<file path="src/rtl/add_pkg.sv">
// Shared widths, result record and queue states for the add/accumulate stage.
package add_pkg;

  localparam int unsigned W_IN  = 3;
  localparam int unsigned W_SUM = W_IN + 1;
  localparam int unsigned ACC_W = 8;
  localparam int unsigned DEPTH = 2;

  typedef struct packed {
    logic [W_SUM-1:0] sum;
    logic [ACC_W-1:0] acc;
  } res_t;

  // Encodings equal the entry count, so the state doubles as occupancy.
  typedef enum logic [1:0] {
    Q_EMPTY = 2'd0,
    Q_ONE   = 2'd1,
    Q_FULL  = 2'd2
  } q_state_e;

endpackage

</file>
<file path="src/rtl/add_acc_stage_if.sv">
// Operand input handshake plus result output handshake of the add/accumulate stage.
interface add_acc_stage_if;
  import add_pkg::*;

  logic             in_valid;
  logic             in_ready;
  logic [W_IN-1:0]  in_x;
  logic [W_IN-1:0]  in_y;
  logic             acc_clr;
  logic             out_valid;
  logic             out_ready;
  logic [W_SUM-1:0] out_sum;
  logic [ACC_W-1:0] out_acc;
  logic             out_ovf;
  logic [1:0]       occupancy;

  modport master (
    output in_valid, in_x, in_y, acc_clr, out_ready,
    input  in_ready, out_valid, out_sum, out_acc, out_ovf, occupancy
  );

  modport slave (
    input  in_valid, in_x, in_y, acc_clr, out_ready,
    output in_ready, out_valid, out_sum, out_acc, out_ovf, occupancy
  );

endinterface

</file>
<file path="src/rtl/res_queue2.sv">
// Two-entry valid/ready result queue; circular buffer with 1-bit read/write pointers.
module res_queue2
  import add_pkg::*;
(
  input  logic       clk,
  input  logic       rst,
  input  logic       push_valid,
  output logic       push_ready,
  input  res_t       push_data,
  output logic       pop_valid,
  input  logic       pop_ready,
  output res_t       pop_data,
  output logic [1:0] occupancy
);

  q_state_e state_q, state_d;
  logic     rd_ptr_q, wr_ptr_q;
  res_t     mem_q [DEPTH];
  logic     push, pop;

  assign push_ready = (state_q != Q_FULL);
  assign pop_valid  = (state_q != Q_EMPTY);
  assign push       = push_valid && push_ready;
  assign pop        = pop_valid && pop_ready;
  assign occupancy  = state_q;
  assign pop_data   = (state_q == Q_EMPTY) ? '0 : mem_q[rd_ptr_q];

  always_comb begin
    state_d = state_q;
    unique case (state_q)
      Q_EMPTY: if (push) state_d = Q_ONE;
      Q_ONE: begin
        if (push && !pop)      state_d = Q_FULL;
        else if (pop && !push) state_d = Q_EMPTY;
      end
      Q_FULL:  if (pop) state_d = Q_ONE;
      default: state_d = Q_EMPTY;
    endcase
  end

  always_ff @(posedge clk) begin
    if (rst) begin
      state_q  <= Q_EMPTY;
      rd_ptr_q <= 1'b0;
      wr_ptr_q <= 1'b0;
    end else begin
      state_q <= state_d;
      if (push) wr_ptr_q <= ~wr_ptr_q;
      if (pop)  rd_ptr_q <= ~rd_ptr_q;
    end
  end

  // Storage needs no reset: it is only read while the state marks it valid.
  always_ff @(posedge clk) begin
    if (push) mem_q[wr_ptr_q] <= push_data;
  end

endmodule

</file>
<file path="src/rtl/add_acc_stage.sv">
// Adds x+y at full width, keeps a wrapping running accumulator with sticky overflow,
// and queues {sum, accumulator} results in a two-entry output queue.
module add_acc_stage
  import add_pkg::*;
(
  input  logic          clk,
  input  logic          rst,
  add_acc_stage_if.slave bus
);

  logic [ACC_W-1:0] acc_q;
  logic             ovf_q;
  logic             accept;
  logic             q_ready;
  logic             q_valid;
  logic [1:0]       q_occ;
  logic [W_SUM-1:0] sum;
  logic [ACC_W-1:0] acc_base;
  logic [ACC_W:0]   add_full;
  res_t             push_data;
  res_t             head;

  assign accept   = bus.in_valid && q_ready;
  assign sum      = W_SUM'(bus.in_x) + W_SUM'(bus.in_y);
  // A clear in the same cycle as an accept makes that add start from zero.
  assign acc_base = bus.acc_clr ? '0 : acc_q;
  assign add_full = {1'b0, acc_base} + {{(ACC_W + 1 - W_SUM){1'b0}}, sum};

  assign push_data.sum = sum;
  assign push_data.acc = add_full[ACC_W-1:0];

  always_ff @(posedge clk) begin
    if (rst) begin
      acc_q <= '0;
      ovf_q <= 1'b0;
    end else if (accept) begin
      acc_q <= add_full[ACC_W-1:0];
      ovf_q <= (ovf_q && !bus.acc_clr) || add_full[ACC_W];
    end else if (bus.acc_clr) begin
      acc_q <= '0;
      ovf_q <= 1'b0;
    end
  end

  res_queue2 u_queue (
    .clk        (clk),
    .rst        (rst),
    .push_valid (bus.in_valid),
    .push_ready (q_ready),
    .push_data  (push_data),
    .pop_valid  (q_valid),
    .pop_ready  (bus.out_ready),
    .pop_data   (head),
    .occupancy  (q_occ)
  );

  assign bus.in_ready  = q_ready;
  assign bus.out_valid = q_valid;
  assign bus.out_sum   = head.sum;
  assign bus.out_acc   = head.acc;
  assign bus.out_ovf   = ovf_q;
  assign bus.occupancy = q_occ;

endmodule

</file>
<file path="src/flat_wrapper.sv">
// flat-port wrapper written by rule: the top's interface ports become plain ports
module add_acc_stage_flat import add_pkg::*;
  (clk, rst, bus_in_valid, bus_in_x, bus_in_y, bus_acc_clr, bus_out_ready, bus_in_ready, bus_out_valid, bus_out_sum, bus_out_acc, bus_out_ovf, bus_occupancy);
  add_acc_stage_if bus_i ();
  input  logic clk;
  input  logic rst;
  input wire logic [$bits(bus_i.in_valid)-1:0] bus_in_valid;
  input wire logic [$bits(bus_i.in_x)-1:0] bus_in_x;
  input wire logic [$bits(bus_i.in_y)-1:0] bus_in_y;
  input wire logic [$bits(bus_i.acc_clr)-1:0] bus_acc_clr;
  input wire logic [$bits(bus_i.out_ready)-1:0] bus_out_ready;
  output wire logic [$bits(bus_i.in_ready)-1:0] bus_in_ready;
  output wire logic [$bits(bus_i.out_valid)-1:0] bus_out_valid;
  output wire logic [$bits(bus_i.out_sum)-1:0] bus_out_sum;
  output wire logic [$bits(bus_i.out_acc)-1:0] bus_out_acc;
  output wire logic [$bits(bus_i.out_ovf)-1:0] bus_out_ovf;
  output wire logic [$bits(bus_i.occupancy)-1:0] bus_occupancy;
  assign bus_i.in_valid = bus_in_valid;
  assign bus_i.in_x = bus_in_x;
  assign bus_i.in_y = bus_in_y;
  assign bus_i.acc_clr = bus_acc_clr;
  assign bus_i.out_ready = bus_out_ready;
  assign bus_in_ready = bus_i.in_ready;
  assign bus_out_valid = bus_i.out_valid;
  assign bus_out_sum = bus_i.out_sum;
  assign bus_out_acc = bus_i.out_acc;
  assign bus_out_ovf = bus_i.out_ovf;
  assign bus_occupancy = bus_i.occupancy;
  add_acc_stage u_core (.clk(clk), .rst(rst), .bus(bus_i));
endmodule
</file>
<file path="config.mk">
export PLATFORM = sky130hd
export DESIGN_NAME = add_acc_stage_flat
export DESIGN_NICKNAME = d
export VERILOG_FILES = /design/src/rtl/add_pkg.sv /design/src/rtl/add_acc_stage_if.sv /design/src/rtl/res_queue2.sv /design/src/rtl/add_acc_stage.sv /design/src/flat_wrapper.sv
export SDC_FILE = /design/constraint.sdc
export NUM_CORES = 1
export LEC_CHECK = 0
export BUFFER_PORTS_ARGS = -buffer_cell sky130_fd_sc_hd__buf_4
export CORE_MARGIN = 2
export CORE_UTILIZATION = 50
export DETAILED_ROUTE_END_ITERATION = 16
export GPL_TIMING_DRIVEN = 0
export MAX_ROUTING_LAYER = met4
export PLACE_DENSITY = 0.71
export SYNTH_ARGS = -nofsm -noshare
export SYNTH_HDL_FRONTEND = slang
export SYNTH_SLANG_ARGS = --single-unit
</file>
<file path="constraint.sdc">
create_clock -name clk -period 5.53 [get_ports clk]
set_input_delay 1.106 -clock clk [delete_from_list [all_inputs] [get_ports clk]]
set_output_delay 1.106 -clock clk [all_outputs]
set_load 0.005 [all_outputs]
</file>
# Yosys cells after proc, flatten, opt, wreduce, memory -nomap -nowiden
# Memories as Yosys holds them, arrays and structs flattened. A register that Yosys moved wholly into a read port is not among the register bits.
# Cells that the tools add are included.
word_totals:
  mem_bits_rw: 24
  word_cells: 43
  in_bits: 11
  out_inout_bits: 17
  ff_bits: 13
  n_memories: 1
mem_list:
  columns: ["memory", "depth", "width", "read_ports", "rd_clocked_by_memory_dff", "write_ports", "line", "text"]
  rows:
  - ["u_core.u_queue.mem_q", 2, 12, 1, 1, 1, "res_queue2.sv:18", "res_t mem_q [DEPTH];"]
op_classes:
  bitwise_logic: 2
  n_addsub: 2
  n_eq_ne: 6
  n_reduce_logical: 13
  n_mux: 14
op_table:
  columns: ["cell", "count"]
  rows:
  - ["8-bit two-way mux", 2]
  - ["12-bit two-way mux", 1]
  - ["8-bit by 4-bit adder with 9-bit output", 1]
  - ["2-bit two-way mux", 4]
  - ["1-bit two-way mux", 6]
  - ["2-bit != test, second input constant", 3]
  - ["2-bit one-hot mux with 3 select lines", 1]
  - ["1-bit logical AND", 5]
  - ["3-bit by 3-bit adder with 4-bit output", 1]
  - ["2-bit nonzero test", 2]
  - ["1-bit zero test", 3]
  - ["3-bit != test, second input constant", 1]
  - ["3-bit AND reduction", 1]
  - ["2-bit by 1-bit equality test with 1-bit output, second input constant", 1]
  - ["2-bit equality test, second input constant", 1]
  - ["2-bit zero test", 1]
  - ["1-bit NOT", 2]
  - ["1-bit logical OR", 1]

# Logic depth before layout (Yosys ltp)
depth:
  ltp_word: 7
  depth_mapped: 9
  ltp_nobuf: 8

# Cells and area by module
# From an unflattened synthesis, not the netlist that was laid out.
hier_totals:
  hier_cells: 158
  area_unflattened_um2: 1839.3
by_module_without_submodules:
  columns: ["module", "instances", "seq_area_each_um2", "cells_per_inst", "area_each_um2"]
  rows:
  - ["res_queue2", 1, 820.8, 75, 1137.3]
  - ["add_acc_stage", 1, 180.2, 83, 701.9]

# Worst setup path after synthesis
# No wires, ideal clock.
synth_path:
  path_kind: "in2reg"
  start: "input bus_in_y[0]"
  end: "memory u_core.u_queue.mem_q[0][6] (netlist name), data pin"
  arrival_time_ps: 3104
  path_stages: 8
  setup_time_ps: 262
  path_buffers: 0
  slack_ps: 2164
  required_ps: 5268
  path_cell_list: "ha_1 -> fa_1 -> inv_1 -> fa_1 -> and2b_1 -> o21ai_2 -> a21oi_1 -> mux2_2"
synth_between:
  elab_chain_cells: 2
synth_rtl:
  columns: ["element", "line", "text"]
  rows:
  - ["start, declared", "flat_wrapper.sv:9", "input wire logic [$bits(bus_i.in_y)-1:0] bus_in_y;"]
  - ["3-bit by 3-bit adder with 4-bit output", "add_acc_stage.sv:24", "assign sum = W_SUM'(bus.in_x) + W_SUM'(bus.in_y);"]
  - ["via u_core.sum[1]", "add_acc_stage.sv:17", "logic [W_SUM-1:0] sum;"]
  - ["8-bit by 4-bit adder with 9-bit output", "add_acc_stage.sv:27", "assign add_full = {1'b0, acc_base} + {{(ACC_W + 1 - W_SUM){1'b0}}, sum};"]
  - ["via u_core.add_full[6]", "add_acc_stage.sv:19", "logic [ACC_W:0] add_full;"]
  - ["end, declared", "res_queue2.sv:18", null]
# The timed path passes the listed nets, and every way through them passes these cells.

# Worst setup path in the final report
layout_path:
  start: "input bus_in_y[0]"
  end: "memory u_core.u_queue.mem_q[1][6] (netlist name), data pin"
# The elaborated chain is that of the path after synthesis.

==> flow_summary_export.csv <==
group,metric,value,unit
critical_path,critPathMaxFanout,4,
drt,drt_iter0_drc,47,
global_route,grtUsageTotal,0.182,
clock_network,htree_levels,2,
critical_path,cp_cell_sequence,"buf_4 > ha_1 > fa_1 > inv_1 > fa_1 > and2b_1 > o21ai_2 > a21oi_1 > mux2_2",
worst_hold_path,min_path_type,"flop to flop",
floorplan,ios,28,
global_route,grt_pass1_vias,1300,
clock_network,cts_tree,"built",
critical_path,r2r_slack,3220,ps
synth,async_flop_share,0,
synth,yosys_warnings,0,
power,p_int,553,uW
global_route,gr-max-usage-layer,"met2",
floorplan,fp.dieW,65.4,microns
timing,timing.slew.headroom,0.262,
synth,ys.flop_type,"edfxtp_1",
placement,dp_slack,1880,ps
cells_and_area,fin_util,0.629,
floorplan,die_area,0.00428,sq mm
power,leakage,0.947,nW
global_route,antenna_found_initial,0,
cells_and_area,num_antenna_cells,0,
timing,finalCritPeriodShare,0.608,
critical_path,cp-start-kind,"primary input",
placement,place_congestion,0.813,
clock_network,clk_pin_slew_worst_paths,70,ps
clock_network,numCtsBuffers,5,
timing,final_hold_viol_count,0,
power,p_total,717,uW
clock_network,cts_setup_buffers,0,
drt,detail_route.first_pass.iterations,4,
power,seq_power_share,0.468,
power,clock_power_share,0.375,
critical_path,cp.arrival,3400,ps
synth,postSynthCellCount,163,
placement,port_buffers,27,
clock_network,cts_sinks,38,
clock_network,worstSkewPairLatency,290,ps
clock_network,root_buffer,"clkbuf_8",
power,ir_drop,0.207,mV
run,max_cap_violations,0,
timing,hold-worst-slack,493,ps
timing,fin_skew,5.28,ps
drt,dr_total_vias,1285,
synth,syn_area,0.00188,sq mm
floorplan,core,0.00363,sq mm
timing,fmax,297,MHz
critical_path,crit_path_end_kind,"flop",
synth,ys_types,40,
floorplan,start_util,0.519,
critical_path,slowest_stage,"fa_1",
timing,setup_tns,0,ps
synth,ys_seq_area_frac,0.531,
synth,syn_nets,184,
critical_path,worstPathRequired,5570,ps
clock_network,clockBufferDepth,2,
power,power.density,314,mW/mm^2
timing,layout_min_cycle_time,3360,ps
cells_and_area,n_fill_cell,314,
synth,syn_avg_cell_area,11.6,sq um
timing,worst_slew_pin_slew,1100,ps
cells_and_area,drive_above_1_share,0.247,
clock_network,cts_hold_buf,0,
run_status,status,"finished, final reports clean",
global_route,grtUsageMet3,0.0548,
critical_path,crit_family,"adder cells",
cells_and_area,syn2layout_area_growth,21.2,%
synth,yosys_register_bits,38,
drt,wirelength,3.40,mm
critical_path,cp_num_buf_inv,2,
floorplan,die_h,65.4,microns
placement,post-dp-hpwl,2.51,mm
critical_path,path_class,"primary input to flop",
global_route,grt_pass1_wl,5.76,mm
timing,setup_violations,0,
critical_path,cp_common_cell,"fa_1",
drt,wl_per_cell,13.8,microns
timing,setup_slack,2170,ps
drt,drcViolationCount,0,
timing,rsz0062_at_grt,"no",
global_route,overflow,0,
global_route,grt_use_met2,0.313,
power,switching_share,0.229,
power,switchingPower,164,uW
synth,synth-edff-count,24,
global_route,grt_start_max_net_pins,13,
floorplan,rows,22,
clock_network,cts_resized,0,
drt,ant_nets,0,
timing,drv_slew,0,
power,combPwrFrac,0.157,
drt,via_per_inst,5.22,
critical_path,slowest_delay,570,ps
cells_and_area,nets,218,
global_route,grtUsageMet1,0.203,
cell usage in the layout, fill, tap and decap left out, types with 4 or more instances in the layout:
master	instances
nor2b_1	8
mux2i_1	14
a21oi_1	8
nand2_1	10
nor2_1	25
clkbuf_8	6
buf_4	27
dfxtp_1	14
edfxtp_1	24
xor2_1	4
inv_1	7
ha_1	8
cells in the mapped netlist (2+ instances only):
master / number / area share
nand2_1: 10 / 0.020
mux2i_1: 14 / 0.074
ha_1: 8 / 0.053
a21o_1: 3 / 0.012
fa_1: 2 / 0.021
nor2b_1: 8 / 0.027
dfxtp_1: 14 / 0.15
a21oi_1: 8 / 0.021
nand2b_1: 2 / 0.0066
clkbuf_1: 2 / 0.0040
xnor2_1: 3 / 0.014
buf_2: 2 / 0.0053
nor2_1: 25 / 0.050
xor2_1: 4 / 0.019
edfxtp_1: 24 / 0.38
inv_1: 7 / 0.014
and3_1: 2 / 0.0066
o21ai_2: 3 / 0.014
power groups by stage:
stage,logic (mW),clock network [mW],registers [mW]
floorplan,0.0727,0,0.340
global placement,0.108,0,0.341
detailed placement,0.113,0,0.343
CTS,0.114,0.275,0.336
global route,0.126,0.286,0.338
finish,0.112,0.269,0.336
metrics by stage:
step / cells / area, sq um
floorplan: 163 / 1880
global placement: 238 / 2150
detailed placement: 238 / 2150
CTS: 246 / 2280
global route: 246 / 2280
finish: 246 / 2280
final timing paths:
kind / start / depth (start not counted) / to
worst min-delay path: u_core.bus.out_ovf / 1 / u_core.bus.out_ovf
worst max-delay path: bus_in_y[0] / 9 / u_core.u_queue.mem_q[1][6]
worst max register to register: u_core.acc_q[0] / 8 / u_core.u_queue.mem_q[1][6]
worst min register to register: u_core.bus.out_ovf / 1 / u_core.bus.out_ovf
routing by layer:
metal | share of wire | wire (microns)
met1 | 0.43 | 1460
met2 | 0.52 | 1770
met3 | 0.043 | 147
met4 | 0.0047 | 16
met5 | 0 | 0
kinds of logic after synthesis:
logic type / count (synthesis) / share of synthesized area
AOI/OAI and AO/OA: 24 / 0.0923
adders and majority gates: 10 / 0.0744
DFF: 38 / 0.531
xor gates and xnor gates: 7 / 0.0325
buffers and inverters: 12 / 0.0279
and+or+nand+nor: 55 / 0.147
muxes: 17 / 0.0943
registers in the layout, summed over array words and instances (netlist names), named ones only:
name	cells
u_core.u_queue.mem_q	24
u_core.u_queue.occupancy	2
u_core.u_queue.rd_ptr_q	1
u_core.bus.out_ovf	1
u_core.acc_q	8
u_core.u_queue.wr_ptr_q	1
cell type report:
cell class / count / area (sq um) / area share
clock inverter: 1 / 30.0 / 0.0131
clock buffer: 7 / 108 / 0.0471
multi-input combinational: 113 / 831 / 0.364
sequential: 38 / 1000 / 0.438
buffer: 4 / 17.5 / 0.00767
tap: 48 / 60.1 / 0.0263
timing repair buffer: 27 / 203 / 0.0887
inverter: 8 / 35.0 / 0.0153
(Power assumes the default switching activity.)
